--- config.mk ---
export PLATFORM = sky130hd
export DESIGN_NAME = fetch_stage
export DESIGN_NICKNAME = d
export VERILOG_FILES = /design/src/rtl/fetch_stage_pkg.sv /design/src/rtl/fetch_stage_next_pc_calc.sv /design/src/rtl/fetch_stage.sv
export SDC_FILE = /design/constraint.sdc
export NUM_CORES = 1
export LEC_CHECK = 0
export BUFFER_PORTS_ARGS = -buffer_cell sky130_fd_sc_hd__buf_2
export CAP_MARGIN = 25
export CORE_MARGIN = 2
export CORE_UTILIZATION = 45
export CTS_BUF_LIST = sky130_fd_sc_hd__clkbuf_4 sky130_fd_sc_hd__clkbuf_8
export CTS_CLUSTER_DIAMETER = 40
export CTS_CLUSTER_SIZE = 20
export DETAILED_ROUTE_END_ITERATION = 8
export GPL_TIMING_DRIVEN = 0
export PLACE_DENSITY = 0.77
export SLEW_MARGIN = 30
export SYNTH_ARGS = -nofsm -noshare
export SYNTH_HDL_FRONTEND = slang
export SYNTH_SLANG_ARGS = --single-unit
--- constraint.sdc ---
create_clock -name clk -period 7.9 [get_ports clk]
set_clock_uncertainty 0.05 [all_clocks]
set_input_delay 0.79 -clock clk [delete_from_list [all_inputs] [get_ports clk]]
set_output_delay 0.79 -clock clk [all_outputs]
set_load 0.02 [all_outputs]
--- src/rtl/fetch_stage_pkg.sv ---
`default_nettype none
// ============================================================================
//  Module      : fetch_stage_pkg
//  Description : Shared definitions for the instruction-fetch stage and the
//                branch unit: pc_mux_select encodings, fetch FSM state
//                encodings, IF/ID entry layout and the default reset PC.
//  Revision    : 1.0 - initial release
// ============================================================================
package fetch_stage_pkg;

    // Default PC after reset (word aligned)
    localparam logic [31:0] RESET_PC_DEFAULT = 32'h0000_0000;

    // Decoder pc_mux_select encoding
    localparam logic [1:0] PCSEL_JR  = 2'b00;
    localparam logic [1:0] PCSEL_BR  = 2'b01;
    localparam logic [1:0] PCSEL_J   = 2'b10;
    localparam logic [1:0] PCSEL_SEQ = 2'b11;

    // Fetch FSM state encodings
    localparam logic [1:0] S_REQ      = 2'd0;
    localparam logic [1:0] S_WAIT_OUT = 2'd1;
    localparam logic [1:0] S_DROP     = 2'd2;
    localparam logic [1:0] S_HALT     = 2'd3;

    // One fetched word together with the address it came from
    typedef struct packed {
        logic [31:0] instr;
        logic [31:0] pc;
    } if_id_t;

    // Force an address onto a word boundary
    function automatic logic [31:0] word_align(input logic [31:0] addr);
        return {addr[31:2], 2'b00};
    endfunction

endpackage
`default_nettype wire

--- src/rtl/fetch_stage_next_pc_calc.sv ---
`default_nettype none
// ============================================================================
//  Module      : next_pc_calc
//  Description : Combinational redirect target generation. Decodes the
//                decoder's pc_mux_select value and reports whether the
//                redirect actually changes control flow.
//  Ports       : redir_valid/sel/taken/pc/imm/iindex/reg - redirect request
//                redirect - effective redirect this cycle
//                target   - new word-aligned PC
//  Revision    : 1.0 - initial release
// ============================================================================
module next_pc_calc
    import fetch_stage_pkg::*;
(
    input  logic        redir_valid,
    input  logic [1:0]  redir_sel,
    input  logic        redir_taken,
    input  logic [31:0] redir_pc,
    input  logic [15:0] redir_imm,
    input  logic [25:0] redir_iindex,
    input  logic [31:0] redir_reg,
    output logic        redirect,
    output logic [31:0] target
);

    logic [31:0] pc4;
    logic [31:0] br_offset;

    assign pc4       = redir_pc + 32'd4;
    assign br_offset = {{14{redir_imm[15]}}, redir_imm, 2'b00};

    always_comb begin
        redirect = 1'b0;
        target   = pc4;
        case (redir_sel)
            PCSEL_JR: begin
                redirect = redir_valid;
                target   = word_align(redir_reg);
            end
            PCSEL_BR: begin
                // A not-taken branch simply continues sequential fetch
                redirect = redir_valid & redir_taken;
                target   = pc4 + br_offset;
            end
            PCSEL_J: begin
                redirect = redir_valid;
                target   = {pc4[31:28], redir_iindex, 2'b00};
            end
            default: begin
                redirect = 1'b0;
                target   = pc4;
            end
        endcase
    end

endmodule
`default_nettype wire

--- src/rtl/fetch_stage.sv ---
`default_nettype none
// ============================================================================
//  Module      : fetch_stage
//  Description : Instruction-fetch stage. Owns the PC, runs the instruction
//                memory request/ready handshake, and holds the fetched word in
//                an IF/ID register (plus a one-entry skid buffer) for the
//                decoder. Accepts redirects and halts on an illegal opcode.
//  Ports       : clk, rst_n (async, active-low)
//                imem_req/addr/ready/rdata - instruction memory handshake
//                id_valid/instr/pc, id_stall - IF/ID interface to decoder
//                redir_*  - redirect request from decoder / branch unit
//                illegal  - decoder illegal flag, halted - fetch stopped
//                stat_fetched/stat_squashed - only with FETCH_STATS_EN
//  Options     : `define FETCH_STATS_EN adds the fetched/squashed counters
//  Revision    : 1.0 - initial release
// ============================================================================
module fetch_stage
    import fetch_stage_pkg::*;
#(
    parameter logic [31:0] RESET_PC = RESET_PC_DEFAULT,
    parameter int          ADDR_W   = 32
) (
    input  logic              clk,
    input  logic              rst_n,
    output logic              imem_req,
    output logic [ADDR_W-1:0] imem_addr,
    input  logic              imem_ready,
    input  logic [31:0]       imem_rdata,
    output logic              id_valid,
    output logic [31:0]       id_instr,
    output logic [ADDR_W-1:0] id_pc,
    input  logic              id_stall,
    input  logic              redir_valid,
    input  logic [1:0]        redir_sel,
    input  logic              redir_taken,
    input  logic [31:0]       redir_pc,
    input  logic [15:0]       redir_imm,
    input  logic [25:0]       redir_iindex,
    input  logic [31:0]       redir_reg,
    input  logic              illegal,
`ifdef FETCH_STATS_EN
    output logic [31:0]       stat_fetched,
    output logic [31:0]       stat_squashed,
`endif
    output logic              halted
);

    localparam logic [ADDR_W-1:0] PC_INIT = {RESET_PC[ADDR_W-1:2], 2'b00};

    logic [1:0]        state, state_n;
    logic [ADDR_W-1:0] pc, pc_n;
    logic [ADDR_W-1:0] drop_target, drop_target_n;
    logic              started;
    logic              halt_pend, halt_pend_n;
    logic              id_valid_n;
    logic [31:0]       id_instr_n;
    logic [ADDR_W-1:0] id_pc_n;
    if_id_t            skid, skid_n;
    logic              fetched_inc, squashed_inc;

    logic              redirect;
    logic [31:0]       target;
    logic              halt_req;
    logic              handshake;
    logic              outstanding;

    next_pc_calc u_next_pc_calc (
        .redir_valid  (redir_valid),
        .redir_sel    (redir_sel),
        .redir_taken  (redir_taken),
        .redir_pc     (redir_pc),
        .redir_imm    (redir_imm),
        .redir_iindex (redir_iindex),
        .redir_reg    (redir_reg),
        .redirect     (redirect),
        .target       (target)
    );

    // 'started' keeps the request low until the first edge after reset release
    assign imem_req    = started & ((state == S_REQ) | (state == S_DROP));
    assign imem_addr   = pc;
    assign handshake   = imem_req & imem_ready;
    assign outstanding = imem_req & ~imem_ready;
    assign halt_req    = id_valid & illegal;
    // A pending halt waits out an outstanding request but already reports halted
    assign halted      = (state == S_HALT) | halt_pend;

    always_comb begin
        state_n       = state;
        pc_n          = pc;
        drop_target_n = drop_target;
        halt_pend_n   = halt_pend;
        id_valid_n    = id_valid;
        id_instr_n    = id_instr;
        id_pc_n       = id_pc;
        skid_n        = skid;
        fetched_inc   = 1'b0;
        squashed_inc  = 1'b0;
        case (state)
            S_REQ: begin
                if (halt_req) begin
                    // id_* are left alone so the offending instruction stays visible
                    if (outstanding) begin
                        halt_pend_n = 1'b1;
                        state_n     = S_DROP;
                    end else begin
                        squashed_inc = handshake;
                        state_n      = S_HALT;
                    end
                end else if (redirect) begin
                    id_valid_n = 1'b0;
                    if (outstanding) begin
                        drop_target_n = target;
                        state_n       = S_DROP;
                    end else begin
                        pc_n         = target;
                        squashed_inc = handshake;
                    end
                end else if (handshake) begin
                    pc_n = pc + ADDR_W'(4);
                    if (!id_valid || !id_stall) begin
                        id_valid_n  = 1'b1;
                        id_instr_n  = imem_rdata;
                        id_pc_n     = pc;
                        fetched_inc = 1'b1;
                    end else begin
                        skid_n  = '{instr: imem_rdata, pc: pc};
                        state_n = S_WAIT_OUT;
                    end
                end else if (id_valid && !id_stall) begin
                    id_valid_n = 1'b0;
                end
            end
            S_WAIT_OUT: begin
                if (halt_req) begin
                    state_n = S_HALT;
                end else if (redirect) begin
                    id_valid_n   = 1'b0;
                    pc_n         = target;
                    squashed_inc = 1'b1;
                    state_n      = S_REQ;
                end else if (!id_stall) begin
                    id_valid_n  = 1'b1;
                    id_instr_n  = skid.instr;
                    id_pc_n     = skid.pc;
                    fetched_inc = 1'b1;
                    state_n     = S_REQ;
                end
            end
            S_DROP: begin
                if (halt_pend) begin
                    if (imem_ready) begin
                        squashed_inc = 1'b1;
                        state_n      = S_HALT;
                    end
                end else begin
                    if (redirect) begin
                        id_valid_n = 1'b0;
                    end
                    if (imem_ready) begin
                        // A redirect arriving now supersedes the stored one
                        pc_n         = redirect ? target : drop_target;
                        squashed_inc = 1'b1;
                        state_n      = S_REQ;
                    end else if (redirect) begin
                        drop_target_n = target;
                    end
                end
            end
            default: begin
                state_n = S_HALT;
            end
        endcase
    end

    always_ff @(posedge clk or negedge rst_n) begin
        if (!rst_n) begin
            state       <= S_REQ;
            pc          <= PC_INIT;
            drop_target <= PC_INIT;
            started     <= 1'b0;
            halt_pend   <= 1'b0;
            id_valid    <= 1'b0;
            id_instr    <= 32'd0;
            id_pc       <= '0;
            skid        <= '0;
        end else begin
            state       <= state_n;
            pc          <= pc_n;
            drop_target <= drop_target_n;
            started     <= 1'b1;
            halt_pend   <= halt_pend_n;
            id_valid    <= id_valid_n;
            id_instr    <= id_instr_n;
            id_pc       <= id_pc_n;
            skid        <= skid_n;
        end
    end

`ifdef FETCH_STATS_EN
    always_ff @(posedge clk or negedge rst_n) begin
        if (!rst_n) begin
            stat_fetched  <= 32'd0;
            stat_squashed <= 32'd0;
        end else begin
            if (fetched_inc) begin
                stat_fetched <= stat_fetched + 32'd1;
            end
            if (squashed_inc) begin
                stat_squashed <= stat_squashed + 32'd1;
            end
        end
    end
`else
    logic unused_stat_events;
    assign unused_stat_events = fetched_inc ^ squashed_inc;
`endif

endmodule
`default_nettype wire

# == After elaboration in Yosys (flattened, before gate mapping) ==
# Index checks and enable logic that the tools add are counted.
# totals
regBits,197
input_bits,147
output_inout_bits,99
# op_classes
addsub,3
eq_ne,28
mux,58
bitwise_logic,11
n_reduce_logical,17
# op_table
cell,n
32-bit 2-to-1 mux,28
32-bit case mux with 2 select lines,3
32-bit case mux with 3 select lines,2
"32-bit by 3-bit adder with 32-bit output, second input constant",2
32-bit adder,1
"2-bit inequality test, second input constant",13
8-bit AND reduction,3
2-bit 2-to-1 mux,11
"4-bit inequality test, second input constant",4
1-bit 2-to-1 mux,11
5-bit AND reduction,2
"3-bit inequality test, second input constant",3
"4-bit by 3-bit inequality test with 1-bit output, second input constant",2
"2-bit equality test, second input constant",3
2-bit case mux with 3 select lines,1
6-bit AND reduction,1
1-bit bitwise AND,5
"2-bit by 1-bit equality test with 1-bit output, second input constant",2
2-bit zero test,2
1-bit inverter,4
2-bit nonzero test,2
1-bit case mux with 3 select lines,1
3-bit AND reduction,1
3-bit nonzero test,1
other kinds (7),9

# == Longest topological paths before layout ==
# Gate-level depths: netlist of run 1.
# depth
depth_word,8
mapped_depth,17
mapped_depth_nobuf,16

# == Modules after synthesis ==
# From an unflattened synthesis of run 1, not the netlist that was laid out.
# unflattened
cells_unflattened,1188
hier_area_um2,12354.3
# modules_own_cells
mod,instances,cells_per_inst,area_each_um2,seq_area_each_um2
fetch_stage,1,842,9489.1,4929.7
next_pc_calc,1,346,2865.2,0.0

# == Worst setup path before layout of run 1 ==
# OpenSTA, ideal clock, no wires.
# synth_timing
path_kind,input to register
startpoint,input port redir_pc[2]
endpoint,register drop_target[21]
setup_ns,0.125
arrival_ns,3.961
required_ns,7.725
setup_slack_ns,3.765
cell_stages,16
n_path_buf,1
cell_sequence,ha_1 and4_1 and4_1 and3_1 xor2_1 ha_1 clkbuf_1 a21o_1 a221o_1 a211oi_1 nand3_1 a21o_1 a21o_1 xnor2_1 a22oi_1 mux2_2
# synth_between
elab_chain_cells,7
word_cells_on_any_way,10
# synth_lines
item,line,source
"start, declared",fetch_stage.sv:36,"input logic [31:0] redir_pc,"
32-bit by 3-bit adder with 32-bit output *,fetch_stage_next_pc_calc.sv:29,assign pc4 = redir_pc + 32'd4;
32-bit adder,fetch_stage_next_pc_calc.sv:43,target = pc4 + br_offset;
32-bit case mux with 3 select lines *,fetch_stage_next_pc_calc.sv:35,case (redir_sel)
32-bit 2-to-1 mux (on tied branches),"fetch_stage.sv:165, fetch_stage.sv:112",
32-bit 2-to-1 mux (on tied branches),"fetch_stage.sv:160, fetch_stage.sv:110",
32-bit 2-to-1 mux (on tied branches),"fetch_stage.sv:151, fetch_stage.sv:101",
32-bit case mux with 2 select lines *,fetch_stage.sv:99,case (state)
"end signal, assigned",fetch_stage.sv:190,drop_target <= drop_target_n;
"end, declared",fetch_stage.sv:52,"logic [ADDR_W-1:0] drop_target, drop_target_n;"
# Mark *: on every way between the ends. The rest lies on a longest branch, timed or not. The select of a mux whose other input is x is not followed.
# A chain may end at the register's enable or synchronous reset.

# == Worst setup path in the final report of run 1 ==
# layout_timing
startpoint,input port redir_pc[13]
endpoint,"register pc[29], in the netlist imem_addr[29]"
# layout_between
elab_chain_cells,7
word_cells_on_any_way,12
# layout_lines
item,line,source
32-bit by 3-bit adder with 32-bit output *,fetch_stage_next_pc_calc.sv:29,
32-bit adder,fetch_stage_next_pc_calc.sv:43,
32-bit case mux with 3 select lines *,fetch_stage_next_pc_calc.sv:35,
32-bit 2-to-1 mux (on tied branches),"fetch_stage.sv:137, fetch_stage.sv:112",
32-bit 2-to-1 mux (on tied branches),"fetch_stage.sv:160, fetch_stage.sv:110",
32-bit 2-to-1 mux (on tied branches),"fetch_stage.sv:151, fetch_stage.sv:101",
32-bit case mux with 3 select lines *,fetch_stage.sv:99,
"end signal, assigned",fetch_stage.sv:189,pc <= pc_n;
"end, declared",fetch_stage.sv:51,"logic [ADDR_W-1:0] pc, pc_n;"
# Marked as above.

==> metrics, run 1 <==
Distinct cells, synth=65; critical path type=input pin to flip-flop; CTS Buffer Depth=2; EDFF count, synth=0; critical path's largest stage delay=0.56 ns; CP required=8.28 ns; PnR worst setup slack=3.24 ns; WL/cell=20.0 um; Pint=0.00148 W; asr flop ratio synth=1.00; CTS Buf Count=17; most common cell after layout, fill and taps aside=buf_2; overall power=0.00218 W; sw power=0.000700 W; antenna viol nets, final=0; total grt overflow=0; H-tree depth=4; part of the power in the clock network=0.312; nets=1870; DR pass1 iterations=6; status=finished clean; Critical-path top delay cell=nor4_4; Max Cap Viol=0; Synth Flop Type=dfrtp_1; clock sinks=197; final hold violation count=0; Setup violations, final=0; register area share after synthesis=0.388; Clock Tree Root=clkbuf_8; worst slack at placement=2.83 ns; Fmax achieved=215 MHz; CP Launch Type=input pin; combinational fraction of design power=0.200; Die Wd=172 um; Power per Cell Area=146 mW/mm^2; vias in the first global route=11600; die height=172 um; WP data arrival=5.04 ns; Setup Fix Bufs, Post-CTS=0; I/O Buffers=242; hold buffer count at CTS=0; GRT Util Overall=0.276; worst vdd ir=104 uV; Die ar.=0.0296 mm^2; RSZ-0062 raised after global routing=no; Rel. slew slack=0.427; Tightest Pin Transition=0.860 ns; Post-route DRC=0; clock-pin slew on the worst setup and hold paths=0.11 ns; HP Class=input pin to asynchronous set/reset pin; most used cell, CP=and3_1; Yosys Warn Count=0; Final Max Slew Viols=0; Tcrit/Tclk final=0.590; post-DP HPWL=32.2 mm; CTS tree=built; Synth-to-Final Area Change=17.1%; core area=0.0278 mm^2; Mapped Area=0.0127 mm^2; global-route wire length before repair=63.3 mm; Sum Neg Setup Slack=0 ns; Syn Area/Cell=8.96 um^2; vias per cell=5.96; Ports=246; via count=12400; Sequential Power Share=0.488; final WL=41.6 mm; post-route minimum period=4.66 ns; GPL Wtd Cong=0.964; pin count of the biggest net entering global routing=83; # rows=61; sw frac=0.321; CP Cell Sequence=buf_2 > and4_1 > nand4_1 > nor4_4 > nand2_1 > xnor2_1 > ha_1 > clkbuf_1 > and4_1 > and3_1 > nand3_1 > a31o_2 > and3_1 > and3_1 > a311oi_1 > o2111ai_1 > nand2_1; most frequent cells in the layout=buf_2, dfrtp_1, a21oi_1; CTS resizes=0; Syn Nets=1606; #FFs+latches synth=197; Lkg Pwr=6.83 nW; crit-path max FO=7; Syn Inst Count=1418; starting density of the core=0.457; DRT iter0 DRCs=1218; initial antenna violation count=0; Worst setup EP type=flip-flop; layout cell share with drive strength beyond 1=0.226; Clk Latency, worst-skew pair=0.48 ns; # diodes=0
-- cell type report --
cell class / count / area [um^2]
Fill cell: 2684 / 12900
Multi-Input combinational cell: 1114 / 7360
Sequential cell: 197 / 4930
Timing Repair Buffer: 245 / 1280
Tap cell: 378 / 473
Buffer: 90 / 363
Clock buffer: 18 / 248
Clock inverter: 14 / 165
Inverter: 17 / 63.8
-- kinds of logic (layout without fill, tap and decap cells) --
group	count (synthesis)	count (layout)	synth area share
compound gates	398	398	0.193
buf+inv	107	384	0.0336
flops	197	197	0.388
other cells	1	1	0.000295
xor+xnor	64	64	0.0441
fa+ha+maj	41	41	0.0410
mux	161	161	0.137
simple gates	449	449	0.163
-- worst max-delay path, delay by kind of cell --
family                   cells  cell delay, ns
buffers and inverters        2            0.39
AO/OA/AOI/OAI                3            0.90
adder cells (fa/ha/maj)      1            0.19
XOR/XNOR                     1            0.38
AND/OR/NAND/NOR             10            2.36
-- final timing paths --
| kind | start | to | slack (ns) | cells after the start |
|---|---|---|---|---|
| max | redir_pc[13] | imem_addr[29] | 3.24 | 17 |
| max reg2reg | state[0] | imem_addr[22] | 4.10 | 12 |
| min | rst_n | skid[62] | 0.14 | 1 |
| min reg2reg | drop_target[28] | drop_target[28] | 0.44 | 2 |
| min in group clk | drop_target[28] | drop_target[28] | 0.44 | 2 |
| max in group asynchronous | rst_n | drop_target[22] | 6.56 | 3 |
-- cells in the mapped netlist, types with 10 or more instances --
cell type	n	area share
ha_1	40	0.039
buf_2	11	0.0043
xor2_1	22	0.015
dfrtp_1	197	0.39
xnor2_1	42	0.029
a31oi_1	15	0.0074
o22ai_1	20	0.0098
mux2i_1	80	0.063
mux2_2	79	0.070
buf_1	13	0.0038
a21oi_1	145	0.057
and2_1	13	0.0064
and3_1	23	0.011
o211ai_1	10	0.0059
clkbuf_1	64	0.019
inv_1	16	0.0047
nand2_1	143	0.042
a211oi_1	13	0.0077
nor2_1	140	0.041
nor3_1	11	0.0043
a21o_1	16	0.0095
nand4_1	15	0.0074
and4_1	13	0.0090
nand3_1	58	0.023
a22oi_1	11	0.0065
o21ai_0	87	0.034
-- registers in the layout, indices dropped and copies added (netlist names) --
signal and cells:
id_valid 1, id_pc 32, imem_addr 32, started 1, state 2, halt_pend 1
drop_target 32, skid 64, id_instr 32
-- stage by stage --
stage / cells / hold slack, ns / area [um^2] / utilization
2_1_floorplan: 1418 / 0.396 / 12700 / -
3_3_place_gp: 2038 / 0.410 / 14400 / 0.518
3_5_place_dp: 2041 / 0.419 / 14500 / 0.521
4_1_cts: 2073 / 0.131 / 14900 / 0.536
5_1_grt: 2073 / 0.133 / 14900 / 0.536
6_report: 2073 / 0.138 / 14900 / 0.536
-- metal layers --
| metal | part of all wire | wire length, um | track usage |
|---|---|---|---|
| met1 | 0.42 | 17300 | 0.374 |
| met2 | 0.45 | 18800 | 0.448 |
| met3 | 0.11 | 4360 | 0.0506 |
| met4 | 0.026 | 1070 | 0.0917 |
| met5 | 0 | 0 | 0 |
-- power by group through the flow --
stage | Combinational (W) | Sequential, W | Clock [W]
after CTS | 0.000430 | 0.00106 | 0.000690
after global routing | 0.000476 | 0.00107 | 0.000735
after detailed placement | 0.000428 | 0.00108 | 0
after global placement | 0.000417 | 0.00108 | 0
after floorplan | 0.000226 | 0.00111 | 0
final | 0.000436 | 0.00106 | 0.000681
No activity file was read; power rests on OpenSTA's default activity.
==> run 2: changes to the inputs <==
Settings changed: ABC_AREA from default to 1, PLACE_DENSITY 0.77 to 0.76.
Clock period 7.9 ns to 4.7 ns, I/O delays scaled along.
==> run 2 against run 1 <==
Effect of this change:
- the run now ends with design-rule violations left
- clock-buffer cell count unchanged
- die area increased by 12%
- largest cell class unchanged
- clock power increased by 63%
- register-to-register slack got worse by 2.3 ns
- cell area increased by 11%
==> metrics, run 2 <==
status=finished, violations left; failing checks=design-rule violations; most common cell after layout, fill and taps aside=nand2_1; Die ar.=0.0332 mm^2 (+12%); register area share after synthesis=0.345 (-0.0429); Lkg Pwr=8.54 nW (+25%); Post-Synth XOR/XNOR Area=0.0188 (-0.0253); vias in the first global route=14500 (+25%); post-synth top area share=0.345 (-0.0429); Rel. slew slack=0.454 (+0.0278); GR Util met3=0.0349 (-0.0157); Final Non-Filler Cells=2796 (+35%); post-layout util=0.524 (-0.0113); part of the power in the clock network=0.113 (-0.199); crit-path max FO=5 (-2); largest register by flop count=skid; vias per cell=5.45 (-8.6%); Synth-to-Final Area Change=15.2%; CTS Buffer Depth=2 (unchanged); # rows=65 (+6.6%); leading area contributor after synthesis=dfrtp_1; CP Launch Type=input pin; Syn Nets=2305 (+44%); HP Class=input pin to flip-flop; GPL Wtd Cong=0.947 (-1.8%); WP data arrival=4.42 ns (-0.62 ns); Pint=0.00475 W (+220%); total grt overflow=0 (unchanged); overall power=0.00977 W (+350%); Tightest Pin Transition=0.818 ns (-0.0417 ns); Max Cap Viol=0 (unchanged); max reg flops=64 (unchanged); clock sinks=197 (unchanged); global-route wire length before repair=78.4 mm (+24%); WL/cell=18.2 um (-9.0%); Compound-Gate Fraction of Synth Area=0.134 (-0.0591); main combinational cell family by area after synthesis=simple AND/OR/NAND/NOR gates; RSZ-0062 raised after global routing=no; cell area after layout=0.0165 mm^2 (+11%); CP required=5.04 ns (-3.24 ns); M1 GR Usage=0.392 (+0.0179); sw frac=0.513 (+0.192); asr flop ratio synth=1.00 (unchanged); area post-placement=0.0161 mm^2 (+11%); Die Wd=182 um (+5.9%); H-tree depth=4 (unchanged); critical path type=input pin to flip-flop; initial antenna violation count=0 (unchanged); Power per Cell Area=593 mW/mm^2 (+300%); EDFF count, synth=0 (unchanged); worst vdd ir=255 uV (+150%); CTS Buf Count=17 (unchanged); #FFs+latches synth=197 (unchanged); Final Max Slew Viols=0 (unchanged); antenna viol nets, final=0 (unchanged); final WL=51.0 mm (+23%); Sequential Power Share=0.309 (-0.179); met2 global-route usage=0.518 (+0.0699); Fmax achieved=245 MHz; Clk Latency, worst-skew pair=0.50 ns (+0.02 ns); top post-synthesis cells by area=dfrtp_1, nand2_1, inv_1; Post-route DRC=1 (+1); Simple-Gate Fraction of Synth Area=0.344 (+0.181); clock-pin slew on the worst setup and hold paths=0.11 ns (about the same); most frequent cells in the layout=nand2_1, buf_2, inv_1; Ports=246 (unchanged); dpl cells=2763 (+35%); Syn Area/Cell=6.75 um^2 (-25%); Distinct cells, synth=58 (-11%); nets=2569 (+37%); Fin Hold WS=0.166 ns (+0.0278 ns); Clock Tree Root=clkbuf_8; Synth Flop Type=dfrtp_1; final hold violation count=0 (unchanged); Setup violations, final=0 (unchanged); via count=15200 (+23%); Worst setup EP type=flip-flop; post-DP HPWL=41.4 mm (+29%); core area=0.0314 mm^2 (+13%); combinational fraction of design power=0.577 (+0.377); CTS tree=built; I/O Buffers=242 (unchanged); sw power=0.00501 W (+620%); Tcrit/Tclk final=0.868; layout cell share with drive strength beyond 1=0.177 (-0.0488); Mapped Area=0.0143 mm^2 (+12%); most frequent cell after synthesis=nand2_1; starting density of the core=0.455 (-0.00227); Syn Inst Count=2117 (+49%); GRT Util Overall=0.305 (+0.0290); CTS resizes=0 (unchanged); Post-Synth Adder-Cell Area=0.0364 (-0.00453); DRT iter0 DRCs=1306 (+7.2%); die height=182 um (+5.9%); post-route minimum period=4.08 ns; # diodes=0 (unchanged); mux contribution to synthesized area=0.0284 (-0.108); Filler Cell Count=3189 (+19%); busiest grt layer=met2; Yosys Warn Count=0 (unchanged); pin count of the biggest net entering global routing=80 (-3.6%); DR pass1 iterations=9 (+3); most frequent cells after synthesis=nand2_1, inv_1, dfrtp_1
## run 2: changes by cell type after synthesis, moves of 39 or more
cell     change
nand2_1    +599
inv_1      +200
nand3_1     +91
mux2i_1     -80
a21oi_1     -71
a31oi_1     +57
mux2_2      -43
o21ai_0     +40
xnor2_1     -39
## run 2: timing repair
item	in CTS	in global routing
hold buffers	1	0
setup endpoints to repair	0	0
buffers inserted	0	0
hold endpoints to repair	57	0
## run 2: logic make-up (layout without fill, tap and decap cells)
group | after synthesis | count (layout)
AND/OR/NAND/NOR | 1161 | 1161
AO/OA/AOI/OAI | 331 | 331
buffers and inverters | 321 | 598
flip-flops | 197 | 197
adder cells (fa/ha/maj) | 41 | 41
multiplexers | 36 | 36
XOR/XNOR | 29 | 29
other | 1 | 1
## run 2: power by group through the flow
stage	logic, W	clock network [W]	registers [W]
after floorplan	0.00331	0	0.00341
final	0.00564	0.00111	0.00302
after global placement	0.00544	0	0.00301
after global routing	0.00621	0.00118	0.00311
after CTS	0.00557	0.00112	0.00301
after detailed placement	0.00555	0	0.00304
## run 2: metrics by stage
step | setup TNS (ns) | worst slack [ns]
after floorplan | 0 | 1.66
after global placement | -19.28 | -0.117
after detailed placement | 0 | 0.241
after CTS | 0 | 0.757
after global routing | 0 | 0.380
final | 0 | 0.619
## run 2: per-layer routing
layer / up-vias / part of all wire
met1: 7056 / 0.43
met2: 650 / 0.47
li1: 7438 / -
met3: 95 / 0.058
met5: - / 0
met4: 0 / 0.041
## run 2: area by class of cell
type	instances	area [um^2]	area share
clock inverter	14	143	0.00867
clock buffer	18	241	0.0147
tap	402	503	0.0306
timing repair buffer	245	1290	0.0781
sequential	197	4930	0.299
multi-input combinational	1599	8030	0.488
buffer	94	475	0.0289
inverter	227	855	0.0519
## run 2: worst paths after layout
kind                            startpoint               to  slack [ns]  cells after the start
max                           redir_pc[15]    imem_addr[17]        0.62                     23
min                          imem_rdata[3]         skid[35]        0.17                      2
max reg2reg                       state[1]        id_pc[12]        1.81                      9
min reg2reg                drop_target[19]  drop_target[19]        0.44                      2
max in group asynchronous            rst_n    imem_addr[27]        3.07                      4
min in group asynchronous            rst_n        id_pc[11]        0.45                      2
## run 2: critical path, cell delays in order
cell,delay [ns]
buf_2,0.11
inv_1,0.05
nor3_1,0.56
inv_1,0.15
nor2_1,0.34
xnor2_1,0.25
inv_1,0.08
ha_1,0.37
nand2_1,0.13
nor2_1,0.15
inv_1,0.13
nor3_1,0.51
nand2_1,0.16
nand3_1,0.10
nand2_1,0.05
nand3_1,0.07
nand2_1,0.12
nand2_1,0.14
o21ai_0,0.10
nand2_1,0.10
nand3_1,0.10
nand2_1,0.11
nand2_1,0.05
